File: config.mk
export PLATFORM = sky130hd
export DESIGN_NAME = core_dispatcher_flat
export DESIGN_NICKNAME = d
export VERILOG_FILES = /design/src/rtl/core_dispatcher_if.sv /design/src/rtl/core_dispatcher.sv /design/src/flat_wrapper.sv
export SDC_FILE = /design/constraint.sdc
export NUM_CORES = 1
export LEC_CHECK = 0
export ABC_AREA = 1
export BUFFER_PORTS_ARGS = -buffer_cell sky130_fd_sc_hd__buf_2
export CAP_MARGIN = 20
export CORE_AREA = 4 4 98 100
export DETAILED_ROUTE_END_ITERATION = 10
export DIE_AREA = 0 0 102 104
export PLACE_DENSITY = 0.76
export REMOVE_ABC_BUFFERS = 1
export SYNTH_ARGS = -nofsm -noshare
export SYNTH_HDL_FRONTEND = slang
export SYNTH_SLANG_ARGS = --single-unit
File: constraint.sdc
create_clock -name clk -period 1.5 [get_ports clk]
set_input_delay 0.225 -clock clk [delete_from_list [all_inputs] [get_ports clk]]
set_output_delay 0.225 -clock clk [all_outputs]
set_load 0.02 [all_outputs]
File: src/rtl/core_dispatcher_if.sv
// Signal bundle between core_dispatcher, the job host, the four cores and the result consumer.
// Valid/ready: a transfer completes on a rising clk edge where valid and ready are both 1; the
// offering side holds its payload until then, and ready may depend combinationally on state only.
interface core_dispatcher_if #(
   parameter int DATA_W = 24
);
   logic              job_valid;
   logic [DATA_W-1:0] job_data;
   logic              job_ready;

   logic              c1_start;
   logic              c2_start;
   logic              c3_start;
   logic              c4_start;
   logic [DATA_W-1:0] c1_bus_in;
   logic [DATA_W-1:0] c2_bus_in;
   logic [DATA_W-1:0] c3_bus_in;
   logic [DATA_W-1:0] c4_bus_in;
   logic              c1_endp;
   logic              c2_endp;
   logic              c3_endp;
   logic              c4_endp;

   logic [2:0]        select_core;
   logic              result_valid;
   logic              result_ready;
   logic              all_idle;

   modport slave (
      input  job_valid, job_data, c1_endp, c2_endp, c3_endp, c4_endp, result_ready,
      output job_ready, c1_start, c2_start, c3_start, c4_start,
             c1_bus_in, c2_bus_in, c3_bus_in, c4_bus_in,
             select_core, result_valid, all_idle
   );

   modport master (
      output job_valid, job_data, c1_endp, c2_endp, c3_endp, c4_endp, result_ready,
      input  job_ready, c1_start, c2_start, c3_start, c4_start,
             c1_bus_in, c2_bus_in, c3_bus_in, c4_bus_in,
             select_core, result_valid, all_idle
   );
endinterface

File: src/rtl/core_dispatcher.sv
// Dispatches host jobs onto four cores and presents finished cores one at a time on the output mux.
// Define DISPATCH_RR_EN for round-robin selection on both paths; default is fixed priority, core 1 first.
module core_dispatcher #(
   parameter int DATA_W    = 24,
   parameter int NUM_CORES = 4
) (
   input  logic             clk,
   input  logic             rstn,
   core_dispatcher_if.slave bus,
   output logic             dbg_state_o
);
   typedef enum logic {
      ST_IDLE    = 1'b0,
      ST_PRESENT = 1'b1
   } state_t;

   state_t               state_q, state_d;
   logic [NUM_CORES-1:0] busy_q, busy_d;
   logic [NUM_CORES-1:0] done_q, done_d;
   logic [NUM_CORES-1:0] start_q, start_d;
   logic [NUM_CORES-1:0] endp;
   logic [DATA_W-1:0]    bus_in_q [NUM_CORES];
   logic [DATA_W-1:0]    bus_in_d [NUM_CORES];
   logic [2:0]           sel_q, sel_d;
   logic                 all_idle_q;
   logic [1:0]           disp_from, res_from;
   logic [2:0]           disp_pick, res_pick;
   logic [1:0]           pres_idx;
   logic                 accept;

   // Returns {found, index}: first set request at or after 'from', wrapping around.
   function automatic logic [2:0] pick_first(input logic [3:0] req, input logic [1:0] from);
      logic [3:0] rot;
      logic [2:0] res;
      rot = 4'({req, req} >> from);
      res = 3'b000;
      for (int i = 3; i >= 0; i--) begin
         if (rot[i]) res = {1'b1, from + 2'(i)};
      end
      return res;
   endfunction

`ifdef DISPATCH_RR_EN
   logic [1:0] disp_ptr_q, disp_ptr_d;
   logic [1:0] res_ptr_q, res_ptr_d;

   assign disp_from = disp_ptr_q;
   assign res_from  = res_ptr_q;

   always_ff @(posedge clk or negedge rstn) begin
      if (!rstn) begin
         disp_ptr_q <= 2'd0;
         res_ptr_q  <= 2'd0;
      end else begin
         disp_ptr_q <= disp_ptr_d;
         res_ptr_q  <= res_ptr_d;
      end
   end
`else
   assign disp_from = 2'd0;
   assign res_from  = 2'd0;
`endif

   assign endp      = {bus.c4_endp, bus.c3_endp, bus.c2_endp, bus.c1_endp};
   assign disp_pick = pick_first(~busy_q, disp_from);
   assign res_pick  = pick_first(done_q, res_from);
   assign accept    = bus.job_valid & disp_pick[2];
   assign pres_idx  = sel_q[1:0] - 2'd1;

   always_comb begin
      busy_d   = busy_q;
      done_d   = done_q;
      start_d  = '0;
      bus_in_d = bus_in_q;
      sel_d    = sel_q;
      state_d  = state_q;
`ifdef DISPATCH_RR_EN
      disp_ptr_d = disp_ptr_q;
      res_ptr_d  = res_ptr_q;
`endif

      // start_q marks the edge after launch, when endp still reflects the previous job;
      // on the launch edge itself busy_q is still 0.
      for (int k = 0; k < NUM_CORES; k++) begin
         if (busy_q[k] && endp[k] && !start_q[k]) done_d[k] = 1'b1;
      end

      if (accept) begin
         busy_d[disp_pick[1:0]]   = 1'b1;
         start_d[disp_pick[1:0]]  = 1'b1;
         bus_in_d[disp_pick[1:0]] = bus.job_data;
`ifdef DISPATCH_RR_EN
         disp_ptr_d = disp_pick[1:0] + 2'd1;
`endif
      end

      case (state_q)
         ST_IDLE: begin
            if (res_pick[2]) begin
               sel_d   = {1'b0, res_pick[1:0]} + 3'd1;
               state_d = ST_PRESENT;
`ifdef DISPATCH_RR_EN
               res_ptr_d = res_pick[1:0] + 2'd1;
`endif
            end
         end
         ST_PRESENT: begin
            if (bus.result_ready) begin
               done_d[pres_idx] = 1'b0;
               busy_d[pres_idx] = 1'b0;
               sel_d            = 3'd0;
               state_d          = ST_IDLE;
            end
         end
         default: state_d = ST_IDLE;
      endcase
   end

   always_ff @(posedge clk or negedge rstn) begin
      if (!rstn) begin
         state_q    <= ST_IDLE;
         busy_q     <= '0;
         done_q     <= '0;
         start_q    <= '0;
         sel_q      <= 3'd0;
         all_idle_q <= 1'b1;
         for (int k = 0; k < NUM_CORES; k++) begin
            bus_in_q[k] <= '0;
         end
      end else begin
         state_q    <= state_d;
         busy_q     <= busy_d;
         done_q     <= done_d;
         start_q    <= start_d;
         sel_q      <= sel_d;
         all_idle_q <= ~|busy_q;
         for (int k = 0; k < NUM_CORES; k++) begin
            bus_in_q[k] <= bus_in_d[k];
         end
      end
   end

   assign bus.job_ready    = ~&busy_q;
   assign bus.c1_start     = start_q[0];
   assign bus.c2_start     = start_q[1];
   assign bus.c3_start     = start_q[2];
   assign bus.c4_start     = start_q[3];
   assign bus.c1_bus_in    = bus_in_q[0];
   assign bus.c2_bus_in    = bus_in_q[1];
   assign bus.c3_bus_in    = bus_in_q[2];
   assign bus.c4_bus_in    = bus_in_q[3];
   assign bus.select_core  = sel_q;
   assign bus.result_valid = (state_q == ST_PRESENT);
   assign bus.all_idle     = all_idle_q;
   assign dbg_state_o      = (state_q == ST_PRESENT);
endmodule

File: src/flat_wrapper.sv
// flat-port wrapper written by rule: the top's interface ports become plain ports
module core_dispatcher_flat 
#(
   parameter int DATA_W    = 24,
   parameter int NUM_CORES = 4
)
  (clk, rstn, dbg_state_o, bus_job_valid, bus_job_data, bus_c1_endp, bus_c2_endp, bus_c3_endp, bus_c4_endp, bus_result_ready, bus_job_ready, bus_c1_start, bus_c2_start, bus_c3_start, bus_c4_start, bus_c1_bus_in, bus_c2_bus_in, bus_c3_bus_in, bus_c4_bus_in, bus_select_core, bus_result_valid, bus_all_idle);
  core_dispatcher_if #(.DATA_W(DATA_W)) bus_i ();
  input  logic clk;
  input  logic rstn;
  output logic dbg_state_o;
  input wire logic [$bits(bus_i.job_valid)-1:0] bus_job_valid;
  input wire logic [$bits(bus_i.job_data)-1:0] bus_job_data;
  input wire logic [$bits(bus_i.c1_endp)-1:0] bus_c1_endp;
  input wire logic [$bits(bus_i.c2_endp)-1:0] bus_c2_endp;
  input wire logic [$bits(bus_i.c3_endp)-1:0] bus_c3_endp;
  input wire logic [$bits(bus_i.c4_endp)-1:0] bus_c4_endp;
  input wire logic [$bits(bus_i.result_ready)-1:0] bus_result_ready;
  output wire logic [$bits(bus_i.job_ready)-1:0] bus_job_ready;
  output wire logic [$bits(bus_i.c1_start)-1:0] bus_c1_start;
  output wire logic [$bits(bus_i.c2_start)-1:0] bus_c2_start;
  output wire logic [$bits(bus_i.c3_start)-1:0] bus_c3_start;
  output wire logic [$bits(bus_i.c4_start)-1:0] bus_c4_start;
  output wire logic [$bits(bus_i.c1_bus_in)-1:0] bus_c1_bus_in;
  output wire logic [$bits(bus_i.c2_bus_in)-1:0] bus_c2_bus_in;
  output wire logic [$bits(bus_i.c3_bus_in)-1:0] bus_c3_bus_in;
  output wire logic [$bits(bus_i.c4_bus_in)-1:0] bus_c4_bus_in;
  output wire logic [$bits(bus_i.select_core)-1:0] bus_select_core;
  output wire logic [$bits(bus_i.result_valid)-1:0] bus_result_valid;
  output wire logic [$bits(bus_i.all_idle)-1:0] bus_all_idle;
  assign bus_i.job_valid = bus_job_valid;
  assign bus_i.job_data = bus_job_data;
  assign bus_i.c1_endp = bus_c1_endp;
  assign bus_i.c2_endp = bus_c2_endp;
  assign bus_i.c3_endp = bus_c3_endp;
  assign bus_i.c4_endp = bus_c4_endp;
  assign bus_i.result_ready = bus_result_ready;
  assign bus_job_ready = bus_i.job_ready;
  assign bus_c1_start = bus_i.c1_start;
  assign bus_c2_start = bus_i.c2_start;
  assign bus_c3_start = bus_i.c3_start;
  assign bus_c4_start = bus_i.c4_start;
  assign bus_c1_bus_in = bus_i.c1_bus_in;
  assign bus_c2_bus_in = bus_i.c2_bus_in;
  assign bus_c3_bus_in = bus_i.c3_bus_in;
  assign bus_c4_bus_in = bus_i.c4_bus_in;
  assign bus_select_core = bus_i.select_core;
  assign bus_result_valid = bus_i.result_valid;
  assign bus_all_idle = bus_i.all_idle;
  core_dispatcher #(.DATA_W(DATA_W), .NUM_CORES(NUM_CORES)) u_core (.clk(clk), .rstn(rstn), .bus(bus_i), .dbg_state_o(dbg_state_o));
endmodule
---- After elaboration in Yosys (flattened, before gate mapping) ----
Cells that the tools add are included.
word-level totals
  word-level logic and storage cells ...... 79
  bits in read-only memories .............. 0
  latch bits .............................. 0
  RAM bits ................................ 0
  memories ................................ 0
  output and inout port bits .............. 107
  register bits after elaboration ......... 113
  input bits .............................. 32
operators by class
  add/sub/neg operators ................... 2
  order comparisons ....................... 6
  reduce and logical (&&, ||, !) cells .... 20
  div/mod/pow operators ................... 0
  multipliers ............................. 0
  eq/ne operators ......................... 2
  mux-type cells .......................... 31
  shifts and indexed selects .............. 0
  bitwise gates (word level) .............. 8
operator list
  cell                 count
  $bwmux 96            1
  $demux 24 s2         1
  $mux 3               10
  $mux 24              1
  $mux 4               6
  $logic_and 1x1->1    11
  $and 4x4->4          2
  $mux 1               8
  $not 4->4            2
  $logic_not 1->1      6
  $lt 2x3->1 const B   2
  $pmux 3 s2           1
  $demux 1 s2          2
  $ge 2x1->1 const B   2
  $or 4x4->4           1
  $reduce_and 4->1     1
  $reduce_or 4->1      1
  $add 2x1->3 const B  1
  $ge 3x3->1 const B   1
  $lt 3x1->1 const B   1
  $not 2->3            1
  $ne 2x1->1 const B   1
  $ne 2x2->1 const B   1
  $pmux 1 s2           1
  other kinds (4)      4

---- Logic depth before layout (Yosys ltp) ----
  depth after elaboration ................. 14
  mapped depth ............................ 8
  gate-level depth less buffers ........... 8

---- Worst setup path before layout ----
No wires, ideal clock.
  path kind ............................... register to register
  start point ............................. register u_core.busy_q[0]
  end point ............................... register u_core.bus_in_q, in the netlist u_core.bus.c1_bus_in[18]
  buffers on the path ..................... 3
  slack ................................... 0.273 ns
  stages on the path, launching flop included .. 7
  library setup time ...................... 0.121 ns
  required time ........................... 1.379 ns
  arrival ................................. 1.106 ns
  clock period less this slack ............ 1.227 ns
  cells stage by stage .................... dfrtp_1 buf_2 or2_4 buf_6 buf_6 nand2_1 o21ai_1
between the ends
  cells in the longest elaborated chain, start to end .. 8
  elaborated cells between the ends (all ways) .. 10
  those cells by class .................... order compare: 2; mux: 4; bitwise: 3; reduce/logical: 1
ends and longest elaborated chain
  element                                                                line                    source
  from (decl)                                                            core_dispatcher.sv:18   logic [NUM_CORES-1:0] busy_q, busy_d;
  from (signal assigned)                                                 core_dispatcher.sv:132  busy_q <= busy_d;
  $not 4->4 (*)                                                          core_dispatcher.sv:65   assign disp_pick = pick_first(~busy_q, disp_from);
  $mux 3 (*)                                                             core_dispatcher.sv:38   if (rot[i]) res = {1'b1, from + 2'(i)};
  $not 2->3 (implied by the code)                                        core_dispatcher.sv:91   bus_in_d[disp_pick[1:0]] = bus.job_data;
  $ge 3x3->1 (implied by the code) / $lt 3x1->1 (equally long branches)  core_dispatcher.sv:91
  $logic_and 1x1->1 (implied by the code)                                core_dispatcher.sv:91
  $mux 24 (implied by the code)                                          core_dispatcher.sv:91
  $demux 24 s2                                                           core_dispatcher.sv:91
  $bwmux 96                                                              core_dispatcher.sv:91
  to (signal, indexed assignment)                                        core_dispatcher.sv:138  bus_in_q[k] <= bus_in_d[k];
  to (decl)                                                              core_dispatcher.sv:22   logic [DATA_W-1:0] bus_in_q [NUM_CORES];
Every way passes the cells marked *; elsewhere a longest branch is shown, timed or not.
A chain may end at the register's enable or synchronous reset.

---- Worst setup path in the final report ----
  start point ............................. register u_core.busy_q[3]
  end point ............................... output bus_job_ready
between the ends
  cells in the longest elaborated chain, start to end .. 2
ends and longest elaborated chain
  element           line                    source
  $reduce_and 4->1  core_dispatcher.sv:143  assign bus.job_ready = ~&busy_q;
  $logic_not 1->1   core_dispatcher.sv:143
  to (decl)         flat_wrapper.sv:19      output wire logic [$bits(bus_i.job_ready)-1:0] bus_job_ready;
No other way between the ends.

==> flow_summary.json <==
{
  "drt_pass1_iterations": 4,
  "fin_total_pwr_mw": 14.06,
  "timing.final.crit_share_pct": 103.7,
  "floorplan.io_pins": 139,
  "netlist_top_cells_area": "sky130_fd_sc_hd__dfrtp_1 (66%), sky130_fd_sc_hd__nand2_1 (11%), sky130_fd_sc_hd__o21ai_0 (9.6%), sky130_fd_sc_hd__inv_1 (4.1%), sky130_fd_sc_hd__o21ai_1 (1.8%)",
  "min_path_cells": 3,
  "drt_drc_violations_left": 0,
  "syn-instance-count": 428,
  "floorplan.rows": 34,
  "final-max-slew-violation-count": 0,
  "tritoncts.num_buffers": 17,
  "tightestPinTransition_ps": 511.6,
  "post_synth.cell_area_avg_um2": 9.916,
  "synth-edff-count": 0,
  "synth_cell_type_count": 23,
  "detailedPlacementHpwl_um": 6983,
  "synthSimpleGateAreaFrac_pct": 13.12,
  "final_critical_path_setup_slack_ps": -54.94,
  "cp.required_ps": 1270,
  "fin_nets": 614,
  "first_global_vias": 3549,
  "synth-xor-area-share_pct": 0,
  "finalWeightedCongestion": 0.8671,
  "layout.cells.non_filler": 701,
  "grt_max_degree": 63,
  "synth_top_area_share_pct": 66.04,
  "seq_area_frac_synth_pct": 66.66,
  "layout_cell_share_with_drive_strength_beyond_1_pct": 32.55,
  "routed_wirelength_um": 10310,
  "synth_mux_area_share_pct": 0,
  "cts_tree": "yes",
  "synth_top_family_by_area": "simple AND/OR/NAND/NOR gates",
  "power_density_normalized_to_cell_area_mw_per_mm2": 2469,
  "fillers": 710,
  "cts_root_buffer": "sky130_fd_sc_hd__clkbuf_8",
  "grt_overall_usage_pct": 20.66,
  "failed_checks": "setup timing",
  "critical_path_peak_fanout": 2,
  "synth-async-reset-ratio_pct": 100.0,
  "grt_setup_unrepaired": "yes",
  "adder_cell_area_share_of_the_yosys_netlist_pct": 0.2948,
  "sequential_cell_area_mm2": 0.002829,
  "grt_pass1_wl_um": 17250,
  "ys_ff_latch": 113,
  "cts-htree-levels": 4,
  "synth_largest_area_cell": "sky130_fd_sc_hd__dfrtp_1",
  "final_setup_vio_count": 1,
  "dp_worst_setup_slack_ps": 178.7,
  "routed_via_density": 4.954,
  "initial_utilization_pct": 48.90,
  "gr-total-overflow": 0,
  "cp.arrival_ps": 1330,
  "synth.cell_area_mm2": 0.004244,
  "cts.path.max_buffers": 2,
  "synth_flop_cell": "sky130_fd_sc_hd__dfrtp_1",
  "final.setup_skew_ps": 12.07,
  "ant_cells": 0,
  "portBuffers": 138,
  "path_class": "reg -> out",
  "final.hold.worst_slack_ps": 11.53,
  "floorplan.die.height_um": 104,
  "ys_warn_count": 0,
  "timing.final.hold_violations": 0,
  "drv_cap": 0,
  "r2r_cells": 3,
  "die_w_um": 102,
  "worstSetupEndpointType": "output pin",
  "static-leakage-power_nw": 3.154,
  "vdd_drop_max_mv": 1.315,
  "dieArea_mm2": 0.01061,
  "detail_route.iter0.violations": 126,
  "clk_pin_slew_ps": 50,
  "outcome": "finished, violations left",
  "ant_nets": 0,
  "synth_most_common_cell": "sky130_fd_sc_hd__nand2_1",
  "area_growth_pct": 34.17,
  "floorplan.core_area_mm2": 0.008678,
  "dp_cells": 659,
  "avgRoutedWirePerCell_um": 14.71,
  "multi_input_comb_area_mm2": 0.001125,
  "timing.fmax_ghz": 0.6431,
  "finalCriticalPeriod_ps": 1555,
  "vias": 3473,
  "clock_insertion_delay_worst_skew_ps": 510,
  "crit_path_start_kind": "flop",
  "synth_commonest_cells": "sky130_fd_sc_hd__nand2_1 (123), sky130_fd_sc_hd__dfrtp_1 (112), sky130_fd_sc_hd__o21ai_0 (81)",
  "compound_gate_fraction_of_synth_area_pct": 12.91,
  "clock-sinks": 113,
  "worst_hold_path_type": "in -> reg",
  "initial_antenna_violation_count": 0,
  "timing.max_slew.rel_slack_pct": 65.89
}
## cells in the final DEF, fill, tap and decap left out, types with 2 or more instances in the layout
| cell | n |
|---|---|
| sky130_fd_sc_hd__dlygate4sd3_1 | 6 |
| sky130_fd_sc_hd__o21ai_1 | 15 |
| sky130_fd_sc_hd__dfrtp_1 | 112 |
| sky130_fd_sc_hd__buf_4 | 8 |
| sky130_fd_sc_hd__buf_12 | 5 |
| sky130_fd_sc_hd__nand2_1 | 122 |
| sky130_fd_sc_hd__clkbuf_16 | 16 |
| sky130_fd_sc_hd__inv_1 | 44 |
| sky130_fd_sc_hd__o21ai_2 | 5 |
| sky130_fd_sc_hd__nand3_1 | 7 |
| sky130_fd_sc_hd__buf_2 | 136 |
| sky130_fd_sc_hd__clkinv_2 | 7 |
| sky130_fd_sc_hd__a21oi_1 | 2 |
| sky130_fd_sc_hd__clkbuf_1 | 2 |
| sky130_fd_sc_hd__clkinvlp_4 | 4 |
| sky130_fd_sc_hd__nor2_1 | 4 |
| sky130_fd_sc_hd__nand3_2 | 2 |
| sky130_fd_sc_hd__inv_2 | 3 |
| sky130_fd_sc_hd__o21ai_0 | 81 |
## report_power, final
| group | total (mW) | internal (mW) | switching [mW] |
|---|---|---|---|
| Sequential | 5.24 | 4.41 | 0.833 |
| Combinational | 5.35 | 1.81 | 3.54 |
| Clock | 3.47 | 2.15 | 1.31 |
## layer usage
layer	up-vias	part of all wire (%)	routed length (um)	GRT usage (%)
met2	143	48	4960	33.05
met4	0	1.1	110	6.186
li1	1658	-	-	-
met3	9	10	1054	7.378
met5	-	0	0	0
met1	1663	41	4188	26.25
## sequential cells by signal, summed over array words and instances (netlist names)
signal,cells
u_core.bus.c1_bus_in,24
u_core.bus.c2_bus_in,24
u_core.bus.c3_bus_in,24
u_core.bus.c4_bus_in,24
u_core.busy_q,4
u_core.done_q,4
u_core.start_q,4
u_core.bus.select_core,3
u_core.bus.all_idle,1
u_core.bus.result_valid,1
## path summary, 6_finish.rpt
kind                                                     startpoint  slack, ps                              endpoint
worst max-delay path                     u_core.busy_q[3]$_DFF_PN0_        -50                         bus_job_ready
worst min-delay path                                bus_job_data[5]         10   u_core.bus.c4_bus_in[5]$_DFFE_PN0P_
worst max register to register           u_core.busy_q[0]$_DFF_PN0_        190  u_core.bus.c1_bus_in[12]$_DFFE_PN0P_
worst min register to register  u_core.bus.c2_bus_in[4]$_DFFE_PN0P_        480   u_core.bus.c2_bus_in[4]$_DFFE_PN0P_
max in group asynchronous                                      rstn        940  u_core.bus.c1_bus_in[21]$_DFFE_PN0P_
min in group asynchronous                                      rstn        270           u_core.start_q[3]$_DFF_PN0_
## kinds of logic (layout without fill, tap and decap cells)
group,Yosys count,in the layout
AND/OR/NAND/NOR,140,140
AO/OA/AOI/OAI,105,105
buffers and inverters,69,234
adder cells (fa/ha/maj),1,1
flip-flops,113,113
## what timing repair did
item / in CTS / in global routing
endpoints found under the setup margin: 1 / 1
buffers inserted: 5 / 0
pin swaps: 1 / 0
hold endpoints to repair: 118 / 0
hold buffers: 6 / 0
gates resized for setup: 5 / 0
## cell type report
type | instances | area share, %
sequential | 113 | 49.68
tap | 108 | 2.373
timing repair buffer | 156 | 16.02
inverter | 47 | 3.098
clock buffer | 19 | 7.405
clock inverter | 12 | 1.670
multi-input combinational | 246 | 19.75
## worst max-delay path, stage by stage, from the launching register on
cell,delay (ps)
sky130_fd_sc_hd__dfrtp_1,370
sky130_fd_sc_hd__inv_2,50
sky130_fd_sc_hd__nor3_2,170
sky130_fd_sc_hd__nand2_1,100
sky130_fd_sc_hd__buf_6,150
## stage by stage
step	util (%)	setup TNS (ps)	cell area, um^2
floorplan	-	-2252	4123
global placement	58.41	0	5069
detailed placement	58.41	0	5069
CTS	65.61	-70.51	5694
global route	65.61	-129.9	5694
finish	65.61	-54.94	5694
Note: power is estimated with default switching activity, not from simulation.
